<file path="src/rtl/mdio_pkg.sv">
// Shared types and frame constants for the Clause-22 MDIO master.
// Header layout helper used at request capture.
package mdio_pkg;

  typedef enum logic [2:0] {
    IDLE     = 3'd0,
    PREAMBLE = 3'd1,
    HEADER   = 3'd2,
    TA       = 3'd3,
    DATA     = 3'd4,
    DONE     = 3'd5
  } state_e;

  localparam logic [1:0] ST_CODE  = 2'b01;
  localparam logic [1:0] OP_WRITE = 2'b01;
  localparam logic [1:0] OP_READ  = 2'b10;

  localparam logic [5:0] HEADER_BITS = 6'd14;
  localparam logic [5:0] TA_BITS     = 6'd2;
  localparam logic [5:0] DATA_BITS   = 6'd16;

  function automatic logic [13:0] mk_header(
    input logic       wr,
    input logic [4:0] phy,
    input logic [4:0] ra
  );
    return {ST_CODE, wr ? OP_WRITE : OP_READ, phy, ra};
  endfunction

endpackage

</file>
<file path="src/rtl/mdio_mgmt_master_if.sv">
// Request/response handshake between the register bridge and
// the MDIO management master.
interface mdio_mgmt_master_if;
  logic        req_valid;
  logic        req_ready;
  logic        req_write;
  logic [4:0]  req_phy_addr;
  logic [4:0]  req_reg_addr;
  logic [15:0] req_wdata;
  logic        rsp_valid;
  logic [15:0] rsp_rdata;
  logic        rsp_err;

  modport master (
    output req_valid, req_write,
    output req_phy_addr, req_reg_addr,
    output req_wdata,
    input  req_ready,
    input  rsp_valid, rsp_rdata, rsp_err
  );

  modport slave (
    input  req_valid, req_write,
    input  req_phy_addr, req_reg_addr,
    input  req_wdata,
    output req_ready,
    output rsp_valid, rsp_rdata, rsp_err
  );
endinterface

</file>
<file path="src/rtl/mdio_clk_gen.sv">
// MDC generator: low half then high half per bit, with strobes
// for the first cycle of a bit and the last MDC-high cycle.
module mdio_clk_gen #(
  parameter int HALF_PERIOD = 20
) (
  input  logic clk,
  input  logic rst_n,
  input  logic en,
  output logic mdc,
  output logic fall_stb,
  output logic sample_stb
);
  localparam int CW = $clog2(HALF_PERIOD);
  localparam logic [CW-1:0] LAST = CW'(HALF_PERIOD - 1);

  logic [CW-1:0] cnt;
  logic          wrap;

  assign wrap = cnt == LAST;

  always_ff @(posedge clk or negedge rst_n) begin
    if (!rst_n) begin
      cnt <= '0;
      mdc <= 1'b0;
    end else if (!en) begin
      cnt <= '0;
      mdc <= 1'b0;
    end else if (wrap) begin
      cnt <= '0;
      mdc <= ~mdc;
    end else begin
      cnt <= cnt + 1'b1;
    end
  end

  assign fall_stb   = en && !mdc && cnt == '0;
  assign sample_stb = en && mdc && wrap;

endmodule

</file>
<file path="src/rtl/mdio_mgmt_master.sv">
// Clause-22 MDIO master: turns one read/write request into a
// preamble/header/turnaround/data frame on MDC/MDIO.
module mdio_mgmt_master
  import mdio_pkg::*;
#(
  parameter int HALF_PERIOD   = 20,
  parameter int PREAMBLE_BITS = 32
) (
  input  logic              clk_app_i,
  input  logic              rst_clk_app_n,
  mdio_mgmt_master_if.slave mgmt,
  output logic              mdc_o,
  output logic              mdo_o,
  output logic              mdo_oe_o,
  input  logic              mdi_i
);
  localparam logic [5:0] PRE_N = 6'(PREAMBLE_BITS);

  state_e      state, st_nxt;
  logic [5:0]  bit_cnt, n_nxt;
  logic [3:0]  idx;
  logic        wr_q, mdo_q, oe_q;
  logic        ta_err_q, err_q;
  logic [13:0] hdr_q;
  logic [15:0] wdata_q, rx_sr, rx_nxt, rdata_q;
  logic [1:0]  mdi_sync, drv_nxt;
  logic        busy, last_bit, mdi_s;
  logic        fall_stb, sample_stb;

  assign busy     = state inside {PREAMBLE, HEADER, TA, DATA};
  assign last_bit = bit_cnt == '0;
  assign mdi_s    = mdi_sync[1];
  assign rx_nxt   = {rx_sr[14:0], mdi_s};

  mdio_clk_gen #(
    .HALF_PERIOD(HALF_PERIOD)
  ) u_clk_gen (
    .clk       (clk_app_i),
    .rst_n     (rst_clk_app_n),
    .en        (busy),
    .mdc       (mdc_o),
    .fall_stb  (fall_stb),
    .sample_stb(sample_stb)
  );

  always_ff @(posedge clk_app_i or negedge rst_clk_app_n) begin
    if (!rst_clk_app_n) mdi_sync <= 2'b11;
    else                mdi_sync <= {mdi_sync[0], mdi_i};
  end

  always_comb begin
    st_nxt = state;
    n_nxt  = bit_cnt;
    if (last_bit) begin
      unique case (state)
        PREAMBLE: begin st_nxt = HEADER; n_nxt = HEADER_BITS; end
        HEADER:   begin st_nxt = TA;     n_nxt = TA_BITS;     end
        TA:       begin st_nxt = DATA;   n_nxt = DATA_BITS;   end
        DATA:     begin st_nxt = DONE;   n_nxt = '0;          end
        default:  ;
      endcase
    end
  end

  // Index of the next bit to present; fields go out MSB first.
  assign idx = 4'(n_nxt - 6'd1);

  always_comb begin
    drv_nxt = 2'b01;
    unique case (st_nxt)
      PREAMBLE: drv_nxt = 2'b11;
      HEADER:   drv_nxt = {1'b1, hdr_q[idx]};
      TA:       drv_nxt = {wr_q, ~wr_q | idx[0]};
      DATA:     drv_nxt = {wr_q, ~wr_q | wdata_q[idx]};
      default:  ;
    endcase
  end

  // Next bit is loaded on the edge that ends the previous one,
  // so MDO/OE move exactly as MDC goes low.
  always_ff @(posedge clk_app_i or negedge rst_clk_app_n) begin
    if (!rst_clk_app_n) begin
      state    <= IDLE;
      bit_cnt  <= '0;
      wr_q     <= 1'b0;
      hdr_q    <= '0;
      wdata_q  <= '0;
      mdo_q    <= 1'b1;
      oe_q     <= 1'b0;
      ta_err_q <= 1'b0;
      rx_sr    <= '0;
      rdata_q  <= '0;
      err_q    <= 1'b0;
    end else begin
      if (fall_stb) bit_cnt <= bit_cnt - 6'd1;
      unique case (state)
        IDLE: if (mgmt.req_valid) begin
          wr_q    <= mgmt.req_write;
          hdr_q   <= mk_header(mgmt.req_write,
                               mgmt.req_phy_addr,
                               mgmt.req_reg_addr);
          wdata_q <= mgmt.req_wdata;
          oe_q    <= 1'b1;
          if (PRE_N != '0) begin
            state   <= PREAMBLE;
            bit_cnt <= PRE_N;
            mdo_q   <= 1'b1;
          end else begin
            state   <= HEADER;
            bit_cnt <= HEADER_BITS;
            mdo_q   <= ST_CODE[1];
          end
        end
        DONE: state <= IDLE;
        default: if (sample_stb) begin
          state           <= st_nxt;
          bit_cnt         <= n_nxt;
          {oe_q, mdo_q}   <= drv_nxt;
          if (state == TA && last_bit) ta_err_q <= mdi_s;
          if (state == DATA) begin
            rx_sr <= rx_nxt;
            if (last_bit) begin
              rdata_q <= wr_q ? '0 : rx_nxt;
              err_q   <= ~wr_q & ta_err_q;
            end
          end
        end
      endcase
    end
  end

  assign mgmt.req_ready = state == IDLE;
  assign mgmt.rsp_valid = state == DONE;
  assign mgmt.rsp_rdata = rdata_q;
  assign mgmt.rsp_err   = err_q;
  assign mdo_o          = mdo_q;
  assign mdo_oe_o       = oe_q;

endmodule
</file>
<file path="src/flat_wrapper.sv">
// flat-port wrapper written by rule: the top's interface ports become plain ports
module mdio_mgmt_master_flat import mdio_pkg::*;
#(
  parameter int HALF_PERIOD   = 20,
  parameter int PREAMBLE_BITS = 32
)
  (clk_app_i, rst_clk_app_n, mdc_o, mdo_o, mdo_oe_o, mdi_i, mgmt_req_valid, mgmt_req_write, mgmt_req_phy_addr, mgmt_req_reg_addr, mgmt_req_wdata, mgmt_req_ready, mgmt_rsp_valid, mgmt_rsp_rdata, mgmt_rsp_err);
  mdio_mgmt_master_if mgmt_i ();
  input  logic clk_app_i;
  input  logic rst_clk_app_n;
  output logic mdc_o;
  output logic mdo_o;
  output logic mdo_oe_o;
  input  logic mdi_i;
  input wire logic [$bits(mgmt_i.req_valid)-1:0] mgmt_req_valid;
  input wire logic [$bits(mgmt_i.req_write)-1:0] mgmt_req_write;
  input wire logic [$bits(mgmt_i.req_phy_addr)-1:0] mgmt_req_phy_addr;
  input wire logic [$bits(mgmt_i.req_reg_addr)-1:0] mgmt_req_reg_addr;
  input wire logic [$bits(mgmt_i.req_wdata)-1:0] mgmt_req_wdata;
  output wire logic [$bits(mgmt_i.req_ready)-1:0] mgmt_req_ready;
  output wire logic [$bits(mgmt_i.rsp_valid)-1:0] mgmt_rsp_valid;
  output wire logic [$bits(mgmt_i.rsp_rdata)-1:0] mgmt_rsp_rdata;
  output wire logic [$bits(mgmt_i.rsp_err)-1:0] mgmt_rsp_err;
  assign mgmt_i.req_valid = mgmt_req_valid;
  assign mgmt_i.req_write = mgmt_req_write;
  assign mgmt_i.req_phy_addr = mgmt_req_phy_addr;
  assign mgmt_i.req_reg_addr = mgmt_req_reg_addr;
  assign mgmt_i.req_wdata = mgmt_req_wdata;
  assign mgmt_req_ready = mgmt_i.req_ready;
  assign mgmt_rsp_valid = mgmt_i.rsp_valid;
  assign mgmt_rsp_rdata = mgmt_i.rsp_rdata;
  assign mgmt_rsp_err = mgmt_i.rsp_err;
  mdio_mgmt_master #(.HALF_PERIOD(HALF_PERIOD), .PREAMBLE_BITS(PREAMBLE_BITS)) u_core (.clk_app_i(clk_app_i), .rst_clk_app_n(rst_clk_app_n), .mgmt(mgmt_i), .mdc_o(mdc_o), .mdo_o(mdo_o), .mdo_oe_o(mdo_oe_o), .mdi_i(mdi_i));
endmodule
</file>
<file path="config.mk">
export PLATFORM = sky130hd
export DESIGN_NAME = mdio_mgmt_master_flat
export DESIGN_NICKNAME = d
export VERILOG_FILES = /design/src/rtl/mdio_pkg.sv /design/src/rtl/mdio_mgmt_master_if.sv /design/src/rtl/mdio_clk_gen.sv /design/src/rtl/mdio_mgmt_master.sv /design/src/flat_wrapper.sv
export SDC_FILE = /design/constraint.sdc
export NUM_CORES = 1
export LEC_CHECK = 0
export ABC_AREA = 0
export CORE_MARGIN = 3
export CORE_UTILIZATION = 59
export DETAILED_ROUTE_END_ITERATION = 12
export PLACE_DENSITY_LB_ADDON = 0.2
export SYNTH_ARGS = -nofsm -noshare
export SYNTH_HDL_FRONTEND = slang
export SYNTH_SLANG_ARGS = --single-unit
</file>
<file path="constraint.sdc">
create_clock -name clk_app_i -period 4.6 [get_ports clk_app_i]
set_clock_uncertainty 0.1 [all_clocks]
set_input_delay 1.38 -clock clk_app_i [delete_from_list [all_inputs] [get_ports clk_app_i]]
set_output_delay 1.38 -clock clk_app_i [all_outputs]
set_load 0.02 [all_outputs]
</file>
* After elaboration in Yosys (flattened, before gate mapping) *
Index checks and enable logic that the tools add are counted.

cells by class
  $add $sub $neg = 3
  multipliers = 0
  div/mod/pow operators = 0
  order comparisons = 1
  equal/unequal tests = 12
  shift-type cells = 0
  multiplexer cells = 27
  bitwise operators = 7
  reductions and logical operators = 19

operator list
  operator                                                                number
  6-bit two-way mux                                                       4
  6-bit case mux with 4 select lines                                      1
  16-bit two-way mux                                                      1
  3-bit by 2-bit equality test with 1-bit output (second input constant)  4
  3-bit case mux with 4 select lines                                      1
  6-bit case mux with 2 select lines                                      1
  5-bit two-way mux                                                       2
  3-bit equality test (second input constant)                             3
  3-bit two-way mux                                                       3
  3-bit AND reduction                                                     3
  1-bit binary-select mux with 4-bit select                               2
  2-bit case mux with 4 select lines                                      1
  1-bit two-way mux                                                       7
  3-bit by 1-bit equality test with 1-bit output (second input constant)  2
  6-bit zero test                                                         1
  3-bit case mux with 2 select lines                                      1
  6-bit by 1-bit subtractor with 6-bit output (second input constant)     1
  5-bit by 1-bit adder with 5-bit output (second input constant)          1
  5-bit equality test (second input constant)                             1
  1-bit logical AND                                                       5
  5-bit zero test                                                         1
  4-bit by 5-bit < comparator with 1-bit output (second input constant)   1
  1-bit NOT                                                               4
  1-bit case mux with 2 select lines                                      2
  other kinds (14)                                                        16

storage, ports and cells
  register bits after elaboration = 82
  latch bits = 0
  bits in writable memories = 0
  memory bits (read-only) = 0
  input port bits = 31
  output and inout port bits = 22
  logic and storage cells = 83
  memories kept = 0

* Longest topological paths before layout *
Gate-level depths: netlist (run 1).

  depth in word-level cells = 10
  depth in mapped cells = 12
  depth with buffers taken out = 9

* Hierarchy *
A second synthesis (run 1) with hierarchy kept.

unflattened totals
  cells, all modules = 429
  area total of the unflattened synthesis = 3993.8 um2

by module, submodules not included
  module            times used  cells each  area each (um2)  seq. area each (um2)
  mdio_mgmt_master  1           395         3661.0           1880.6
  mdio_clk_gen      1           34          332.8            150.1

* Least setup slack after synthesis (run 1) *
Ideal clock, no wire load.

  path kind = register to register
  start point = register u_core.bit_cnt[0]
  end point = register u_core.mdo_q, in the netlist u_core.mdo_o
  library setup time = 0.083 ns
  arrival = 2.824 ns
  data required time = 4.417 ns
  setup slack = 1.592 ns
  stages on the path, launching flop included = 12
  path buffers = 2
  clock period less this slack = 3.008 ns
  cells stage by stage = dfrtp_1 clkbuf_1 inv_1 ha_1 or3b_1 buf_6 o41ai_4 mux2_2 a22o_1 a2111oi_0 nor4_1 o32a_1

on the way
  longest elaborated chain between the ends = 9
  elaborated cells between the ends (all ways) = 18
  those cells by class = add/sub: 1; eq/ne: 4; mux: 10; bitwise: 2; reduce/logical: 1

RTL lines
  item                                                                          RTL line                                        source
  start, declared                                                               mdio_mgmt_master.sv:20                          logic [5:0] bit_cnt, n_nxt;
  start signal, assigned                                                        mdio_mgmt_master.sv:95                          if (fall_stb) bit_cnt <= bit_cnt - 6'd1;
  start signal, assigned                                                        mdio_mgmt_master.sv:117                         bit_cnt <= n_nxt;
  6-bit case mux with 4 select lines / 6-bit zero test (equally long branches)  mdio_mgmt_master.sv:55, mdio_mgmt_master.sv:31
  6-bit two-way mux                                                             mdio_mgmt_master.sv:54                          if (last_bit) begin
  4-bit by 1-bit subtractor with 4-bit output                                   mdio_mgmt_master.sv:66                          assign idx = 4'(n_nxt - 6'd1);
  1-bit binary-select mux with 4-bit select                                     mdio_mgmt_master.sv:74                          DATA: drv_nxt = {wr_q, ~wr_q | wdata_q[idx]};
  1-bit two-way mux (not written as such)                                       mdio_mgmt_master.sv:74
  1-bit bitwise OR                                                              mdio_mgmt_master.sv:74
  2-bit case mux with 4 select lines *                                          mdio_mgmt_master.sv:70                          unique case (st_nxt)
  1-bit two-way mux *                                                           mdio_mgmt_master.sv:115                         default: if (sample_stb) begin
  1-bit case mux with 2 select lines *                                          mdio_mgmt_master.sv:96                          unique case (state)
  end signal, assigned                                                          mdio_mgmt_master.sv:111                         mdo_q <= ST_CODE[1];
  end signal, assigned                                                          mdio_mgmt_master.sv:118                         {oe_q, mdo_q} <= drv_nxt;
  end, declared                                                                 mdio_mgmt_master.sv:22                          logic wr_q, mdo_q, oe_q;

Every way passes the cells marked *; elsewhere a longest branch is shown, timed or not. The select of a mux whose other input is x is not followed.
A chain may end at the register's enable or synchronous reset.

* Worst setup path after layout (run 1) *
  start point = register u_core.state[0]
  end point = output mgmt_rsp_valid

on the way
  longest elaborated chain between the ends = 1

RTL lines
  item                    RTL line                 source
  start, declared         mdio_mgmt_master.sv:19   state_e state, st_nxt;
  start signal, assigned  mdio_mgmt_master.sv:116  state <= st_nxt;
  3-bit equality test     mdio_mgmt_master.sv:133  assign mgmt.rsp_valid = state == DONE;
  end, declared           flat_wrapper.sv:21       output wire logic [$bits(mgmt_i.rsp_valid)-1:0] mgmt_rsp_valid;

Every way passes these cells.

==> impl_metrics.py, run 1 <==
metrics = {
    "outcome": {
        "status": "complete, no violations",
    },
    "clock_network": {
        "cts-root-buf": "clkbuf_8",
        "postCtsResizedCells": 0,
        "clock-sinks": 81,
        "clk_path_buf_depth": 2,
        "insertion_delay_ns": 0.36,
        "htreeDepth": 3,
        "postCtsHoldBufs": 0,
        "cts_tree": "yes",
        "cts_setup_buffers": 0,
        "clk_pin_slew_ns": 0.10,
        "cts_buffers": 9,
    },
    "setup_path": {
        "crit_buf_inv": 1,
        "max_stage_delay_ns": 0.72,
        "crit_family": "flip-flops",
        "worstSetupEndpointType": "output pin",
        "cp_max_fo": 17,
        "critPathArrivalTime_ns": 2.34,
        "critPathLaunchType": "register",
        "critPathKind": "register to output pin",
        "cpMaxStageDelayCell": "dfrtp_1",
        "cp_cell_sequence": "nor2b_1 -> and2_1 -> clkdlybuf4s50_1",
        "critPathRequiredTime_ns": 3.12,
    },
    "placed_design": {
        "dp_hpwl_um": 5980,
        "postPlaceCellArea_sq_mm": 0.00452,
        "port_buffers": 52,
        "gp_congestion": 0.910,
    },
    "sta": {
        "hold_viol": 0,
        "clock.fmax_mhz": 262,
        "tightest_slew_ns": 0.988,
        "setup_viol": 0,
        "layout_min_cycle_time_ns": 3.82,
        "rsz0062_at_grt": "false",
        "relSlewSlack": 0.341,
        "fin_crit_sh": 0.831,
        "finalSetupTns_ns": 0,
        "slew_viol_final": 0,
    },
    "yosys": {
        "yosysTopAreaCellShare": 0.486,
        "synth_top_family_by_area": "simple AND/OR/NAND/NOR gates",
        "synthMuxAreaShare": 0.0636,
        "synth_cell_types": 59,
        "yosysWarnings": 0,
        "synthXorXnorAreaFrac": 0.0131,
        "yosys.area_share.simple": 0.219,
        "syn-instance-count": 427,
        "synth_area_leaders": "dfrtp_1 49%, nand2_1 12%, mux2_2 5.6%",
        "synthesis.nets": 462,
        "postSynth.asyncResetShare": 1.00,
        "syn_avg_cell_area_sq_um": 9.40,
        "synth_compound_area_frac": 0.146,
        "syn_area_sq_mm": 0.00401,
        "synth_top_area_cell": "dfrtp_1",
        "synthAdderAreaFrac": 0.0125,
        "synth_ff_type": "dfrtp_1",
        "ys_ff_latch": 81,
        "synth_edf_count": 0,
        "yosysSeqAreaShare": 0.506,
    },
    "floorplanning": {
        "fp.coreArea_sq_mm": 0.00646,
        "dieArea_sq_mm": 0.00783,
        "rows": 29,
        "initial_core_util": 0.621,
        "die_h_um": 88.5,
        "die_x_um": 88.5,
        "io_pins": 53,
    },
    "pwr": {
        "clkPwrFrac": 0.226,
        "leakagePower_nw": 2.06,
        "netSwitchingFraction": 0.377,
        "power.density_mw_per_mm2": 460,
        "p_comb_frac": 0.332,
        "p_seq_frac": 0.441,
        "vdd_ir_drop_max_v": 0.000250,
        "p_sw_mw": 0.816,
        "internal-power_mw": 1.35,
        "finalPower_mw": 2.16,
    },
    "layout": {
        "drive_above_1_share": 0.121,
        "final_net_count": 502,
        "syn_to_final_growth_pct": 17.2,
        "final_common_cell": "nand2_1",
        "n_antenna_cell": 0,
        "final_cell_area_sq_mm": 0.00470,
        "mostFrequentLayoutCells": "128 x nand2_1, 78 x dfrtp_1, 51 x clkdlybuf4s50_1, 33 x o21ai_0, 20 x mux2_2",
        "n_fill_cell": 502,
    },
    "detailed_routing": {
        "post_drt_wl_per_cell_um": 16.1,
        "routed_wl_um": 8860,
        "wl_met3_um": 451,
        "drc_errors": 0,
        "first_pass_iters": 4,
        "vias_per_cell": 5.74,
        "via_count": 3150,
        "drt-met1-wl_um": 4080,
        "drtIter0Drc": 222,
        "met2_length_um": 4220,
        "ant_nets": 0,
        "routed.top_layer": "met4",
    },
    "global_routing": {
        "grt_overflow_total": 0,
        "grt_pass1_wl_um": 15100,
        "grt_pass1_vias": 3091,
        "grt_use_total": 0.249,
        "antenna_found_initial": 0,
        "grt_max_degree": 82,
    },
    "flow_run": {
        "maxCapViolations": 0,
    },
    "worst_hold_path": {
        "worstHoldPathType": "register to register",
    },
}
==> cells in the mapped netlist (4+ instances only) <==
cell and count:
clkbuf_1 20, nor3_1 8, or2_2 4, a21oi_1 12, ha_1 4, nor2_1 15
nand2b_1 5, nand3_1 6, inv_1 8, nand2_1 128, dfrtp_1 78, o21ai_0 33
buf_6 4, mux2_2 20, a221oi_1 4, a211oi_1 6
==> path summary, 6_finish.rpt <==
kind	startpoint	end	slack, ns	depth (start not counted)
setup / recovery	u_core.state[0]	mgmt_rsp_valid	0.78	3
hold / removal	u_core.mdi_sync[0]	u_core.mdi_sync[1]	0.26	0
setup reg to reg	u_core.bit_cnt[1]	u_core.mdo_o	1.24	9
hold reg to reg	u_core.mdi_sync[0]	u_core.mdi_sync[1]	0.26	0
max in group asynchronous	rst_clk_app_n	u_core.bit_cnt[0]	2.69	1
min in group asynchronous	rst_clk_app_n	u_core.wdata_q[11]	1.08	1
==> area by class of cell <==
cell class | count | area (sq um) | share of cell area
clock buffers | 9 | 124 | 0.0263
clock inverters | 7 | 60.1 | 0.0128
inverters | 8 | 30.0 | 0.00638
multi-input cells | 312 | 1820 | 0.388
flip-flops and latches | 81 | 2030 | 0.432
well taps | 77 | 96.3 | 0.0205
repair buffers | 55 | 541 | 0.115
==> flip-flops by register name, indices dropped and copies added, names as in the netlist, 2 cells and up <==
| register | count |
|---|---|
| u_core.wdata_q | 16 |
| u_core.hdr_q | 13 |
| u_core.rx_sr | 15 |
| u_core.mgmt.rsp_rdata | 16 |
| u_core.u_clk_gen.cnt | 5 |
| u_core.mdi_sync | 2 |
| u_core.state | 3 |
| u_core.bit_cnt | 6 |
==> power by group through the flow <==
stage | clock network [mW] | registers [mW] | logic [mW]
floorplan | 0 | 0.908 | 0.586
global placement | 0 | 0.965 | 0.689
detailed placement | 0 | 0.967 | 0.707
CTS | 0.501 | 0.953 | 0.715
global route | 0.539 | 0.977 | 0.805
finish | 0.490 | 0.955 | 0.718
==> routing by layer <==
metal  global-route usage  up-vias
met5                    0        -
met4               0.0646        0
met3               0.0652       11
met2                0.391       79
met1                0.348     1507
li1                     -     1553
==> through the flow <==
stage | utilization | cells | hold slack (ns) | worst slack, ns
after floorplan | - | 427 | 0.245 | 1.59
after global placement | 0.700 | 533 | 0.246 | 1.19
after detailed placement | 0.700 | 533 | 0.251 | 1.18
after CTS | 0.728 | 549 | 0.265 | 0.771
after global routing | 0.728 | 549 | 0.267 | 0.642
final | 0.728 | 549 | 0.263 | 0.777
==> cells by family (layout without fill, tap and decap cells) <==
family                     count (synthesis)  in the layout
AOI/OAI and AO/OA                         86             86
xor gates and xnor gates                   6              6
adders and majority gates                  4              4
buffers and inverters                     34             79
DFF                                       81             81
muxes                                     23             23
and+or+nand+nor                          193            193
Note: power is estimated with default switching activity, not from simulation.
==> inputs of run 2 (changes only) <==
--- a/config.mk
+++ b/config.mk
@@ -7,7 +7,7 @@
 export LEC_CHECK = 0
 export ABC_AREA = 0
 export CORE_MARGIN = 3
-export CORE_UTILIZATION = 59
+export CORE_UTILIZATION = 50
 export DETAILED_ROUTE_END_ITERATION = 12
 export PLACE_DENSITY_LB_ADDON = 0.2
 export SYNTH_ARGS = -nofsm -noshare
==> constraint.sdc (replaced) <==
create_clock -name clk_app_i -period 3.1 [get_ports clk_app_i]
set_clock_uncertainty 0.1 [all_clocks]
set_input_delay 0.93 -clock clk_app_i [delete_from_list [all_inputs] [get_ports clk_app_i]]
set_output_delay 0.93 -clock clk_app_i [all_outputs]
set_load 0.02 [all_outputs]
==> run 2 against run 1 <==
- routed wire length shrank 0.15%
- first-iteration DRC count up 25%
- count of clock-buffer cells in the layout did not move
- largest power group unchanged
- via count is 2.6% higher
- final area rose by 3.4%
- highest routed layer unchanged
- sequential cell count is the same
- clock power increased by 49%
- final cell count grew 7.3%
- core utilization is 10 points lower
- register-to-register slack lost 1.2 ns
- worst hold slack better by 0.0014 ns
- worst setup slack worse by 0.71 ns
==> impl_metrics.py, run 2 (synthesis gave the netlist of run 1 again) <==
metrics = {
    "outcome": {
        "status": "complete, no violations",
    },
    "worst_hold_path": {
        "min_path_cells": 0,
        "worstHoldPathType": "register to register",
    },
    "placed_design": {
        "dp_cells": 572,
        "dp_hpwl_um": 6270,
        "gp_congestion": 0.887,
        "post-place-ws_ns": 0.0424,
        "port_buffers": 52,
    },
    "layout": {
        "n_antenna_cell": 0,
        "drive_above_1_share": 0.150,
        "utilization": 0.626,
        "final_net_count": 517,
        "finalNonFillerCells": 589,
        "mostFrequentLayoutCells": "128 x nand2_1, 77 x dfrtp_1, 51 x clkdlybuf4s50_1, 33 x o21ai_0, 20 x mux2_2",
        "syn_to_final_growth_pct": 21.1,
        "final_common_cell": "nand2_1",
    },
    "floorplanning": {
        "initial_core_util": 0.517,
        "die_h_um": 95.6,
        "fp.coreArea_sq_mm": 0.00777,
        "dieArea_sq_mm": 0.00914,
        "rows": 32,
        "io_pins": 53,
        "die_x_um": 95.6,
    },
    "pwr": {
        "leakagePower_nw": 2.15,
        "p_comb_frac": 0.353,
        "finalPower_mw": 3.27,
        "internal-power_mw": 2.06,
        "power.density_mw_per_mm2": 673,
        "p_sw_mw": 1.22,
        "p_seq_frac": 0.423,
        "clkPwrFrac": 0.223,
        "vdd_ir_drop_max_v": 0.000355,
        "netSwitchingFraction": 0.371,
    },
    "global_routing": {
        "grt_use_total": 0.212,
        "antenna_found_initial": 0,
        "grt_pass1_vias": 3233,
        "grt_pass1_wl_um": 15200,
        "grt_max_degree": 62,
        "grt_overflow_total": 0,
    },
    "detailed_routing": {
        "routed_wl_um": 8850,
        "via_count": 3233,
        "drtIter0Drc": 277,
        "ant_nets": 0,
        "vias_per_cell": 5.49,
        "drc_errors": 0,
        "first_pass_iters": 4,
        "post_drt_wl_per_cell_um": 15.0,
    },
    "sta": {
        "setup_viol": 0,
        "layout_min_cycle_time_ns": 3.03,
        "clock.fmax_mhz": 330,
        "slew_viol_final": 0,
        "postLayoutSetupSlackWorst_ns": 0.0665,
        "rsz0062_at_grt": "true",
        "fin_crit_sh": 0.979,
        "finalSetupTns_ns": 0,
        "hold_viol": 0,
        "tightest_slew_ns": 0.929,
        "relSlewSlack": 0.380,
    },
    "clock_network": {
        "clk_path_buf_depth": 2,
        "clk_pin_slew_ns": 0.09,
        "postCtsHoldBufs": 0,
        "cts_buffers": 9,
        "cts_tree": "yes",
        "htreeDepth": 3,
        "cts-root-buf": "clkbuf_8",
        "insertion_delay_ns": 0.37,
        "clock-sinks": 81,
    },
    "setup_path": {
        "cp_max_fo": 5,
        "critPathRequiredTime_ns": 3.29,
        "critPathArrivalTime_ns": 3.23,
        "critPathKind": "register to register",
        "r2r_cells": 10,
        "worstSetupEndpointType": "register",
        "r2r_slack_ns": 0.07,
        "critPathLaunchType": "register",
    },
    "flow_run": {
        "maxCapViolations": 0,
    },
}
run 2: cell types whose count changed in the layout (fill, tap and decap cells not counted), sizes merged:
cell,delta
inv,+2
clkinvlp,-2
buf,+15
run 2: worst max-delay path, cell delays in order (launching register included):
cell,delay (ns)
dfrtp_1,0.38
inv_1,0.10
ha_1,0.19
or3b_1,0.41
o41ai_4,0.30
buf_4,0.21
mux2_2,0.34
a22o_1,0.18
a2111oi_1,0.30
nor4_1,0.11
o32a_1,0.34
run 2: path summary, 6_finish.rpt:
kind	start	end
worst min-delay path	u_core.mdi_sync[0]	u_core.mdi_sync[1]
worst max-delay path	u_core.bit_cnt[1]	u_core.mdo_o
max in group asynchronous	rst_clk_app_n	u_core.mdi_sync[1]
worst max register to register	u_core.bit_cnt[1]	u_core.mdo_o
worst min register to register	u_core.mdi_sync[0]	u_core.mdi_sync[1]
min in group asynchronous	rst_clk_app_n	u_core.state[1]
run 2: timing repair:
| item | in CTS | in global routing |
|---|---|---|
| resized for setup | 0 | 2 |
| setup endpoints to repair | 0 | 3 |
| setup buffers | 0 | 1 |
run 2: power by group through the flow:
| stage | logic [mW] | clock network, mW | registers [mW] |
|---|---|---|---|
| after CTS | 1.14 | 0.752 | 1.38 |
| after detailed placement | 1.14 | 0 | 1.40 |
| final | 1.16 | 0.731 | 1.39 |
| after global routing | 1.30 | 0.793 | 1.41 |
| after global placement | 1.11 | 0 | 1.40 |
| after floorplan | 0.869 | 0 | 1.35 |
run 2: stage by stage:
stage	hold WS [ns]	cell area, sq um
detailed placement	0.254	4670
CTS	0.268	4850
finish	0.264	4860
global route	0.273	4860
floorplan	0.245	4010
global placement	0.246	4670
run 2: layer usage:
layer | vias up | global-route usage | part of all wire
met1 | 1581 | 0.282 | 0.45
met5 | - | 0 | 0
li1 | 1579 | - | -
met3 | 13 | 0.0608 | 0.041
met2 | 60 | 0.338 | 0.49
met4 | 0 | 0.0640 | 0.018
run 2: cell type report:
class / count / area [sq um]
well taps: 102 / 128
fillers: 713 / 2910
repair buffers: 70 / 666
clock buffers: 9 / 124
inverters: 8 / 30.0
multi-input cells: 312 / 1820
clock inverters: 7 / 58.8
flip-flops and latches: 81 / 2030
==> inputs of run 3 (changes only) <==
--- a/config.mk
+++ b/config.mk
@@ -5,9 +5,11 @@
 export SDC_FILE = /design/constraint.sdc
 export NUM_CORES = 1
 export LEC_CHECK = 0
-export ABC_AREA = 0
+export CAP_MARGIN = 20
+export CELL_PAD_IN_SITES_DETAIL_PLACEMENT = 1
+export CELL_PAD_IN_SITES_GLOBAL_PLACEMENT = 2
 export CORE_MARGIN = 3
-export CORE_UTILIZATION = 50
+export CORE_UTILIZATION = 31
 export DETAILED_ROUTE_END_ITERATION = 12
 export PLACE_DENSITY_LB_ADDON = 0.2
 export SYNTH_ARGS = -nofsm -noshare
==> run 3 against run 2 <==
- global-route usage shrank 5.5 points
- sequential share of layout area shrank 2.2 points
- combinational power is 5% higher
- count of clock-buffer cells in the layout increased by 3
- register-to-register slack better by 0.02 ns
- worst setup slack improved by 0.012 ns
- sequential cell count unchanged
- first-iteration DRC count is 50% lower
- die area grew 57%
- power increased by 16%
- fmax is 0.41% higher
==> impl_metrics.py, run 3 (synthesis gave the netlist of run 1 again) <==
metrics = {
    "clock_network": {
        "cts_setup_buffers": 0,
        "cts-root-buf": "clkbuf_16",
        "clk_path_buf_depth": 2,
        "insertion_delay_ns": 0.34,
        "clock-sinks": 81,
        "cts_buffers": 9,
        "htreeDepth": 3,
        "clk_pin_slew_ns": 0.07,
        "postCtsHoldBufs": 0,
        "postCtsResizedCells": 0,
        "cts_tree": "yes",
    },
    "setup_path": {
        "worstSetupEndpointType": "output pin",
        "r2r-start": "u_core.bit_cnt[1]",
        "max_stage_delay_ns": 0.68,
        "critPathArrivalTime_ns": 1.99,
        "critPathLaunchType": "register",
        "critPathRequiredTime_ns": 2.07,
        "cp_cell_sequence": "nor3_4 -> clkdlybuf4s50_1",
        "r2r_slack_ns": 0.09,
        "cpMaxStageDelayCell": "clkdlybuf4s50_1",
        "cp_max_fo": 9,
        "crit_family": "buffers and inverters",
        "crit_start": "u_core.state[0]",
        "r2r-end": "u_core.mdo_o",
        "crit_buf_inv": 1,
        "critPathKind": "register to output pin",
        "r2r_cells": 10,
    },
    "pwr": {
        "p_seq_frac": 0.368,
        "p_comb_frac": 0.322,
        "vdd_ir_drop_max_v": 0.000273,
        "p_sw_mw": 1.29,
        "netSwitchingFraction": 0.340,
        "clkPwrFrac": 0.310,
        "leakagePower_nw": 2.24,
        "power.density_mw_per_mm2": 738,
        "internal-power_mw": 2.50,
        "finalPower_mw": 3.79,
    },
    "placed_design": {
        "dp_hpwl_um": 7620,
        "gp_congestion": 0.878,
        "dp_cells": 644,
        "port_buffers": 52,
        "post-place-ws_ns": 0.114,
    },
    "layout": {
        "syn_to_final_growth_pct": 27.9,
        "mostFrequentLayoutCells": "128 x nand2_1, 77 x dfrtp_1, 51 x clkdlybuf4s50_1, 33 x o21ai_0, 22 x buf_4",
        "final_net_count": 522,
        "drive_above_1_share": 0.157,
        "final_common_cell": "nand2_1",
        "seqCellArea_sq_mm": 0.00203,
        "finalNonFillerCells": 660,
        "n_antenna_cell": 0,
        "multi_input_area_sq_mm": 0.00183,
        "n_fill_cell": 1442,
    },
    "global_routing": {
        "grt_pass1_wl_um": 17900,
        "grt_pass1_vias": 3430,
        "grt_overflow_total": 0,
        "grt_use_total": 0.158,
        "antenna_found_initial": 0,
        "grt_max_degree": 56,
    },
    "flow_run": {
        "maxCapViolations": 0,
    },
    "floorplanning": {
        "rows": 40,
        "io_pins": 53,
        "initial_core_util": 0.326,
        "fp.coreArea_sq_mm": 0.0123,
        "die_x_um": 120,
        "die_h_um": 120,
        "dieArea_sq_mm": 0.0143,
    },
    "sta": {
        "fin_crit_sh": 0.975,
        "layout_min_cycle_time_ns": 3.02,
        "hold_viol": 0,
        "setup_viol": 0,
        "relSlewSlack": 0.369,
        "slew_viol_final": 0,
        "rsz0062_at_grt": "true",
        "holdWs_ns": 0.256,
        "postLayoutSetupSlackWorst_ns": 0.0790,
        "tightest_slew_ns": 0.946,
        "clock.fmax_mhz": 331,
    },
    "worst_hold_path": {
        "min_to": "u_core.mdi_sync[1]",
        "min_path_cells": 0,
        "worstHoldPathType": "register to register",
        "hold_path.startpoint": "u_core.mdi_sync[0]",
    },
    "outcome": {
        "status": "complete, no violations",
    },
    "detailed_routing": {
        "via_count": 3258,
        "vias_per_cell": 4.94,
        "post_drt_wl_per_cell_um": 16.1,
        "first_pass_iters": 4,
        "routed_wl_um": 10700,
        "drc_errors": 0,
        "ant_nets": 0,
        "drtIter0Drc": 138,
    },
}
==> run 3: worst max-delay path by stage <==
stage / to / slack (ns) / depth (start not counted)
2_1_floorplan: u_core.mdo_o / 0.09 / 11
3_3_place_gp: u_core.mdo_o / 0.15 / 8
3_5_place_dp: u_core.mdo_o / 0.11 / 8
4_1_cts: mgmt_rsp_valid / 0.01 / 4
5_1_grt: u_core.mdo_o / -0.11 / 10
6_report: mgmt_req_ready / 0.08 / 2
==> run 3: power by group through the flow <==
stage          logic (mW)  registers (mW)  clock network, mW
3_3_place_gp         1.18            1.41                  0
5_1_grt              1.38            1.42               1.25
2_1_floorplan       0.869            1.35                  0
4_1_cts              1.22            1.40               1.21
3_5_place_dp         1.21            1.41                  0
6_report             1.22            1.39               1.18
==> run 3: layout make-up <==
cell class | instances | area share
Timing Repair Buffer | 75 | 0.138
Tap cell | 168 | 0.0410
Inverter | 8 | 0.00585
Clock buffer | 12 | 0.0480
Multi-Input combinational cell | 312 | 0.357
Sequential cell | 81 | 0.396
Clock inverter | 4 | 0.0149
==> run 3: through the flow <==
step	instance area [sq um]	setup TNS (ns)	util
after floorplan	4010	0	-
after global placement	4800	0	0.390
after detailed placement	4800	0	0.390
after CTS	5120	0	0.416
after global routing	5130	-0.108	0.417
final	5130	0	0.417
==> run 3: layer usage <==
layer,track usage,part of all wire
met2,0.267,0.50
met4,0.0437,0.012
met3,0.0325,0.030
met5,0,0
met1,0.205,0.46
